File: src/rtl/cmp_pkg.sv
// -----------------------------------------------------------------------------
// cmp_pkg
// Shared types and constants for consumers of the magnitude comparator's
// result flags (a_greater / equal / b_greater).
//
// Contents:
//   VERDICT_TIE/VERDICT_A/VERDICT_B  2-bit majority verdict encodings
//   cmp_tally_state_t                window tally FSM states
//   cmp_class_t                      one-hot decoded comparison class
//   cmp_verdict()                    majority rule on the A and B counts
// -----------------------------------------------------------------------------
package cmp_pkg;

    localparam logic [1:0] VERDICT_TIE = 2'b00;
    localparam logic [1:0] VERDICT_A   = 2'b01;
    localparam logic [1:0] VERDICT_B   = 2'b10;

    typedef enum logic {
        COLLECT = 1'b0,
        REPORT  = 1'b1
    } cmp_tally_state_t;

    // Exactly one field is set for any flag combination.
    typedef struct packed {
        logic a;
        logic eq;
        logic b;
    } cmp_class_t;

    // The equal count deliberately plays no part in the verdict.
    function automatic logic [1:0] cmp_verdict(input int unsigned n_a,
                                               input int unsigned n_b);
        if (n_a > n_b)      return VERDICT_A;
        else if (n_b > n_a) return VERDICT_B;
        else                return VERDICT_TIE;
    endfunction

endpackage

File: src/rtl/cmp_flag_decode.sv
// -----------------------------------------------------------------------------
// cmp_flag_decode
// Purely combinational decode of the comparator's three result flags into a
// one-hot class, using the priority a_greater > b_greater > equal. All-zero
// or multi-hot flag sets therefore still map to a single class.
//
// Ports:
//   a_greater, equal, b_greater  in   raw comparator flags
//   cls                          out  one-hot class (cmp_class_t)
//   onehot_ok                    out  1 when exactly one raw flag is set
// -----------------------------------------------------------------------------
module cmp_flag_decode
    import cmp_pkg::*;
(
    input  logic       a_greater,
    input  logic       equal,
    input  logic       b_greater,
    output cmp_class_t cls,
    output logic       onehot_ok
);

    assign cls.a  = a_greater;
    assign cls.b  = ~a_greater & b_greater;
    assign cls.eq = ~a_greater & ~b_greater;

    // XOR is 1 for one or three set flags; the AND term removes the three case.
    assign onehot_ok = (a_greater ^ equal ^ b_greater)
                     & ~(a_greater & equal & b_greater);

endmodule

File: src/rtl/cmp_window_tally.sv
// -----------------------------------------------------------------------------
// cmp_window_tally
// Collects WINDOW accepted comparator results, then offers the per-outcome
// counts and an A-vs-B majority verdict on a valid/ready report interface.
// While a report is pending no samples are accepted. Report outputs hold the
// last report's values until the next window closes.
//
// Build option:
//   CMP_ONEHOT_CHECK_EN  when defined, accepted samples whose flags are not
//                        exactly one-hot are dropped and set a sticky err_flag;
//                        when undefined, err_flag is tied 0 and every sample
//                        is classified by priority.
//
// Parameters:
//   WINDOW  accepted samples per report (>= 1)
//   CNT_W   count width, 2**CNT_W > WINDOW
//
// Ports:
//   clk, rst                       clock, async active-high reset
//   in_valid / in_ready            sample handshake
//   a_greater, equal, b_greater    comparator flags
//   out_valid / out_ready          report handshake
//   cnt_a, cnt_eq, cnt_b           counts of the last report
//   verdict                        00 tie, 01 A majority, 10 B majority
//   err_flag                       sticky malformed-sample indicator
// -----------------------------------------------------------------------------
module cmp_window_tally
    import cmp_pkg::*;
#(
    parameter int WINDOW = 8,
    parameter int CNT_W  = 4
) (
    input  logic             clk,
    input  logic             rst,
    input  logic             in_valid,
    output logic             in_ready,
    input  logic             a_greater,
    input  logic             equal,
    input  logic             b_greater,
    output logic             out_valid,
    input  logic             out_ready,
    output logic [CNT_W-1:0] cnt_a,
    output logic [CNT_W-1:0] cnt_eq,
    output logic [CNT_W-1:0] cnt_b,
    output logic [1:0]       verdict,
    output logic             err_flag
);

    localparam logic [CNT_W-1:0] LAST_IDX = CNT_W'(WINDOW - 1);

    cmp_tally_state_t state;
    cmp_tally_state_t state_next;

    cmp_class_t       cls;
    logic             onehot_ok;
    logic             sample_ok;
    logic             accept;
    logic             take;
    logic             close;
    logic             handshake;

    logic [CNT_W-1:0] idx;
    logic [CNT_W-1:0] acc_a;
    logic [CNT_W-1:0] acc_eq;
    logic [CNT_W-1:0] acc_b;
    logic [CNT_W-1:0] sum_a;
    logic [CNT_W-1:0] sum_eq;
    logic [CNT_W-1:0] sum_b;

    cmp_flag_decode u_decode (
        .a_greater (a_greater),
        .equal     (equal),
        .b_greater (b_greater),
        .cls       (cls),
        .onehot_ok (onehot_ok)
    );

`ifdef CMP_ONEHOT_CHECK_EN
    assign sample_ok = onehot_ok;
`else
    logic unused_onehot_ok;
    assign unused_onehot_ok = onehot_ok;
    assign sample_ok        = 1'b1;
`endif

    assign accept    = in_valid & in_ready;
    assign take      = accept & sample_ok;
    assign close     = take & (idx == LAST_IDX);
    assign handshake = out_valid & out_ready;

    // Running totals including the sample currently being taken.
    assign sum_a  = acc_a  + CNT_W'(cls.a);
    assign sum_eq = acc_eq + CNT_W'(cls.eq);
    assign sum_b  = acc_b  + CNT_W'(cls.b);

    // ---------------------------------------------------------------- FSM
    // NOTE: sequential state uses non-blocking (<=) so every flop samples the
    // pre-edge values of its inputs regardless of block ordering.
    always_ff @(posedge clk or posedge rst) begin
        if (rst) state <= COLLECT;
        else     state <= state_next;
    end

    // NOTE: default assignment first so no path through the case leaves
    // state_next unassigned, which would otherwise infer a latch.
    always_comb begin
        state_next = state;
        case (state)
            COLLECT: if (close)     state_next = REPORT;
            REPORT:  if (out_ready) state_next = COLLECT;
            default:                state_next = COLLECT;
        endcase
    end

    // Handshake outputs come straight from the registered state, so an async
    // reset drops out_valid immediately.
    always_comb begin
        in_ready  = (state == COLLECT);
        out_valid = (state == REPORT);
    end

    // ------------------------------------------------------- accumulation
    // NOTE: these few counters are cleared by reset because they gate the
    // next report; a large sample store would not be reset.
    always_ff @(posedge clk or posedge rst) begin
        if (rst) begin
            idx    <= '0;
            acc_a  <= '0;
            acc_eq <= '0;
            acc_b  <= '0;
        end else if (handshake) begin
            idx    <= '0;
            acc_a  <= '0;
            acc_eq <= '0;
            acc_b  <= '0;
        end else if (take) begin
            // The closing sample leaves idx at WINDOW, which still fits CNT_W.
            idx    <= idx + CNT_W'(1);
            acc_a  <= sum_a;
            acc_eq <= sum_eq;
            acc_b  <= sum_b;
        end
    end

    // ------------------------------------------------------ report outputs
    always_ff @(posedge clk or posedge rst) begin
        if (rst) begin
            cnt_a   <= '0;
            cnt_eq  <= '0;
            cnt_b   <= '0;
            verdict <= VERDICT_TIE;
        end else if (close) begin
            cnt_a   <= sum_a;
            cnt_eq  <= sum_eq;
            cnt_b   <= sum_b;
            verdict <= cmp_verdict(32'(sum_a), 32'(sum_b));
        end
    end

    // ---------------------------------------------------------- err_flag
`ifdef CMP_ONEHOT_CHECK_EN
    always_ff @(posedge clk or posedge rst) begin
        if (rst)                      err_flag <= 1'b0;
        else if (accept & ~onehot_ok) err_flag <= 1'b1;
    end
`else
    assign err_flag = 1'b0;
`endif

endmodule

File: config.mk
export PLATFORM = sky130hd
export DESIGN_NAME = cmp_window_tally
export DESIGN_NICKNAME = d
export VERILOG_FILES = /design/src/rtl/cmp_pkg.sv /design/src/rtl/cmp_flag_decode.sv /design/src/rtl/cmp_window_tally.sv
export SDC_FILE = /design/constraint.sdc
export NUM_CORES = 1
export LEC_CHECK = 0
export CAP_MARGIN = 20
export CORE_AREA = 8 8 50 92
export DETAILED_ROUTE_END_ITERATION = 6
export DIE_AREA = 0 0 58 100
export PLACE_DENSITY_LB_ADDON = 0.05
export SETUP_SLACK_MARGIN = 0.5
export SLEW_MARGIN = 20
export SYNTH_ARGS = -nofsm -noshare
export SYNTH_HDL_FRONTEND = slang
export SYNTH_SLANG_ARGS = --single-unit
File: constraint.sdc
create_clock -name clk -period 1.9 [get_ports clk]
set_input_delay 0.285 -clock clk [delete_from_list [all_inputs] [get_ports clk]]
set_output_delay 0.285 -clock clk [all_outputs]
set_load 0.1 [all_outputs]
**Yosys cells after proc, flatten, opt, wreduce, memory -nomap -nowiden**

Cells that the tools add are included.

- Register bits after elaboration: 31
- Logic and storage cells: 38
- Input port bits: 7
- Output and inout port bits: 17

- Add/sub/neg operators: 4
- $lt $le $gt $ge: 2
- Reduce and logical (&&, ||, !) cells: 1
- Mux-type cells: 13
- Bitwise logic cells: 8
- Equal/unequal tests: 1

Operator list:

| kind | number |
|---|---|
| $mux 4 | 8 |
| $add 4x1->4 | 3 |
| $gt 4x4->1 | 2 |
| $and 1x1->1 | 5 |
| $add 4x1->4 const B | 1 |
| $eq 4x3->1 const B | 1 |
| $mux 2 | 2 |
| $not 1->1 | 3 |
| $mux 1 | 2 |
| $pmux 1 s2 | 1 |
| $reduce_bool 2->1 | 1 |

**Logic depth before layout (Yosys ltp)**

- Word-level depth: 6
- Gate-level depth with buffers: 9
- Depth with buffers taken out: 9

**Hierarchy**

From an unflattened synthesis, not the netlist that was laid out.

- Cell total of the unflattened synthesis: 153
- Area total of the unflattened synthesis: 1549.0 um^2

By module, submodules not included:

| module | area each (um^2) | times used | cells each | sequential area each (um^2) |
|---|---|---|---|---|
| cmp_window_tally | 1500.2 | 1 | 147 | 775.7 |
| cmp_flag_decode | 48.8 | 1 | 6 | 0.0 |

**Worst setup path before layout**

OpenSTA, ideal clock, no wires.

- Kind: register to register
- Start point: register state, in the netlist out_valid
- End point: register idx[3]
- Buffers on the path: 0
- Clock period less this slack: 2.380 ns
- Required time: 1.738 ns
- Library setup time: 0.162 ns
- Data arrival time: 2.218 ns
- Cell stages (with the launch flop): 5
- Slack: -0.480 ns
- Path through: dfrtp_1 -> inv_1 -> and2_1 -> o21ai_0 -> o31ai_1

- Cells in the longest elaborated chain, start to end: 3
- Elaborated cells between the ends (all ways): 5
- Those cells by class: 1 x mux; 3 x bitwise; 1 x reduce/logical

RTL lines:

| item | RTL line | RTL |
|---|---|---|
| start, declared | cmp_window_tally.sv:51 | `cmp_tally_state_t state;` |
| start signal, assigned | cmp_window_tally.sv:101 | `else state <= state_next;` |
| $not 1->1 | -- |  |
| named net in_ready | cmp_window_tally.sv:36 | `output logic in_ready,` |
| $and 1x1->1 | cmp_window_tally.sv:86 | `assign accept = in_valid & in_ready;` |
| $reduce_bool 2->1 (no line) | -- |  |
| end signal, assigned | cmp_window_tally.sv:138 | `idx <= idx + CNT_W'(1);` |
| end, declared | cmp_window_tally.sv:62 | `logic [CNT_W-1:0] idx;` |

The timed path passes the listed nets, and every way through them passes these cells.
A chain may end at the register's enable or synchronous reset.

**Final worst setup path**

- Start point: register acc_b[0]
- End point: register verdict[1]

- Cells in the longest elaborated chain, start to end: 4
- Elaborated cells between the ends (all ways): 5
- Those cells by class: 1 x add/sub; 2 x order compare; 2 x mux

RTL lines:

| item | RTL line | RTL |
|---|---|---|
| start, declared | cmp_window_tally.sv:65 | `logic [CNT_W-1:0] acc_b;` |
| start signal, assigned | cmp_window_tally.sv:141 | `acc_b <= sum_b;` |
| $add 4x1->4 * | cmp_window_tally.sv:94 | `assign sum_b = acc_b + CNT_W'(cls.b);` |
| named net sum_b[2] | cmp_window_tally.sv:68 | `logic [CNT_W-1:0] sum_b;` |
| $gt 4x4->1 | cmp_pkg.sv:34 | `else if (n_b > n_a) return VERDICT_B;` |
| $mux 2 | cmp_pkg.sv:34 |  |
| $mux 2 * | cmp_pkg.sv:33 | `if (n_a > n_b) return VERDICT_A;` |
| end signal, assigned | cmp_window_tally.sv:156 | `verdict <= cmp_verdict(32'(sum_a), 32'(sum_b));` |
| end, declared | cmp_window_tally.sv:45 | `output logic [1:0] verdict,` |

Mark *: on every way through the listed nets, which the timed path passes. The rest lies on a longest branch.

==> metrics.md <==
| Metric | Value |
|---|---|
| RSZ-0062 raised after global routing | true |
| DRT Pass-1 Iters | 4 |
| Pwr dens | 1701 nW/µm² |
| DRT met1 WL | approximately 1.4 mm |
| Seq/Total Area, Yosys | 51.16% |
| First-pass GRT wire length | 6.803 mm |
| Path type of the worst setup path | reg -> reg |
| Per-cell routed wire length | 16.72 µm |
| Seq cells post-synth | 31 |
| DR WL met3 | 144 µm |
| Diodes inserted | 0 |
| Area growth, synth to finish | 54.54% |
| Outcome | complete, no violations |
| Total die area | about 5800 µm² |
| Clock transition at path regs | 60 ps |
| Multi-input gate area | 879.6 µm² |
| Critical R2R Launch | acc_b[0] |
| Row count | 30 |
| Final worst-path cycle share | 88.20% |
| Hold Path Class | in -> async |
| Fmax | 0.5967 GHz |
| Synthesized cell area | approximately 1500 µm² |
| Via total after detailed routing | 1275 |
| Post-Route WL | about 4 mm |
| H-tree depth | 2 |
| DIE HEIGHT | around 100 µm |
| CP arrival | 1840 ps |
| Hold Slack | 324.8 ps |
| Commonest non-fill, non-tap cell in the layout | buf_4 |
| CTS tree | built |
| I/O pin count | 24 |
| Starting Density | 44.89% |
| Clock Latency Late Sink | 280 ps |
| Worst Setup Start Kind | flop |
| DRC violations left | 0 |
| Root Buffer | clkbuf_8 |
| All-Layer GR Usage | 15.37% |
| Cells after Synth | about 150 |
| Crit end category | flop |
| R2R Setup Slk | 220 ps |
| Die X | 58 µm |
| Max IR drop VDD | approximately 1.2 mV |
| CTS Hold Bufs | 0 |
| Yosys warns | 0 |
| Pin count of the biggest net entering global routing | 22 |
| Endpoints failing hold | 0 |
| Clock tree buffer depth | 2 |
| CP max FO | 3 |
| Final slew viol count | 0 |
| Detailed Route Iter0 Violations | 27 |
| WL met2 | around 2.3 mm |
| FF/Latch Area | 779.5 µm² |
| Netlist cell types | 26 |
| Count of input and output buffers | 21 |
| Final setup vio count | 0 |
| Syn Nets | 169 |
| DP HPWL | 2.698 mm |
| Initial antenna violation count | 0 |
| CTS Buf Count | 5 |
| Worst path required time | 2070 ps |
| Vias in the first global route | approximately 1400 |
| Max cap viols | 0 |
| Leak | 1.102 nW |
| Gpl congestion | 0.7547 |
| Total core area | between 3000 and 4000 µm² |
| Uppermost layer routed | met4 |
| Sink Count | 31 |
| Layout cells sized above 1 | 45.89% |
| Global route overflow | 0 |
| Layout Nets | 224 |
| Avg Cell Area, Syn | 10.04 µm² |
| CP Launch Point | acc_b[0] |
| Power Total | 3.987 mW |
| Most frequent cells in the layout | buf_4, dfrtp_1, nand2_1 |
| Via density per instance | 5.335 |
| Filler cell count | 276 |
| Post-DRT Antenna Nets | 0 |
| Fin crit period | 1676 ps |
| Final Skew | approximately 3.7 ps |
==> stage by stage <==
stage               setup slack [ps]  util [%]  setup TNS (ps)  instance area, µm²  cells
detailed placement            -388.3     56.70           -2086                1916    214
global route                   161.7     69.37               0                2344    239
CTS                            208.5     65.11               0                2200    234
floorplan                      92.86         -               0                1600    151
finish                         224.2     69.37               0                2344    239
global placement              -329.9     56.70           -1472                1916    214
==> per-layer routing <==
metal,vias up,track usage [%]
met5,-,0
met1,626,13.63
li1,616,-
met2,22,29.67
met3,11,3.974
met4,0,7.985
==> cells in the mapped netlist, drive strengths merged <==
cell    count  share of area, %
nand2      34               8.4
dfrtp      31                51
o21ai      25               9.2
ha         11               9.1
a22o        6               3.5
buf         6               3.4
inv         6               1.5
nor2        6               1.5
xor2        4               2.3
a21oi       3              0.99
nand3       3              0.99
xnor2       3               1.7
and2        2              0.82
nor2b       2              0.82
o31ai       2              0.99
a41oi       1               1.1
clkbuf      1              0.25
conb        1              0.25
nand2b      1              0.91
nand4       1              0.41
nor3        1              0.33
or3         1              0.41
==> what timing repair did <==
| action | in CTS | in global routing |
|---|---|---|
| gates resized for setup | 23 | 25 |
| setup endpoints to repair | 30 | 22 |
| pin swaps | 6 | 13 |
| buffers inserted | 12 | 5 |
==> final timing paths <==
| path | depth (start not counted) | to |
|---|---|---|
| worst max-delay path | 6 | verdict[1] |
| worst min-delay path | 2 | cnt_eq[2] |
| worst max register to register | 6 | verdict[1] |
| worst min register to register | 2 | cnt_b[1] |
| max in group asynchronous | 3 | out_valid |
| min in group clk | 2 | cnt_b[1] |
==> worst max-delay path: stages (launching register included) <==
cell and delay [ps]:
dfrtp_1 410, ha_4 190, ha_4 170, xor2_2 160
ha_4 290, a41oi_2 130, a22o_1 220
==> registers in the layout, indices dropped and copies added (netlist names) <==
signal	count
acc_eq	4
cnt_b	4
cnt_a	4
idx	4
acc_a	4
verdict	2
acc_b	4
out_valid	1
cnt_eq	4
==> final cells by class <==
cell class / instances / share of cell area, %
inverter: 6 / 1.121
sequential: 31 / 33.26
tap: 32 / 1.708
timing repair buffer: 55 / 22.10
multi-input combinational: 107 / 37.53
clock buffer: 8 / 4.271
==> power by group <==
part	switching, mW	leakage [nW]	internal, mW
Combinational	1.45	0.643	0.875
Sequential	0.201	0.408	0.888
Clock	0.237	0.0515	0.330
==> logic make-up (layout without fill, tap and decap cells) <==
family	after synthesis	count (layout)	synth area share, %
flip-flops	31	31	51.15
other	1	1	0.2473
AND/OR/NAND/NOR	51	51	14.60
adder cells (fa/ha/maj)	11	11	9.076
XOR/XNOR	7	7	4.043
AO/OA/AOI/OAI	37	37	15.76
buffers and inverters	13	69	5.115
Note: power is estimated with default switching activity, not from simulation.
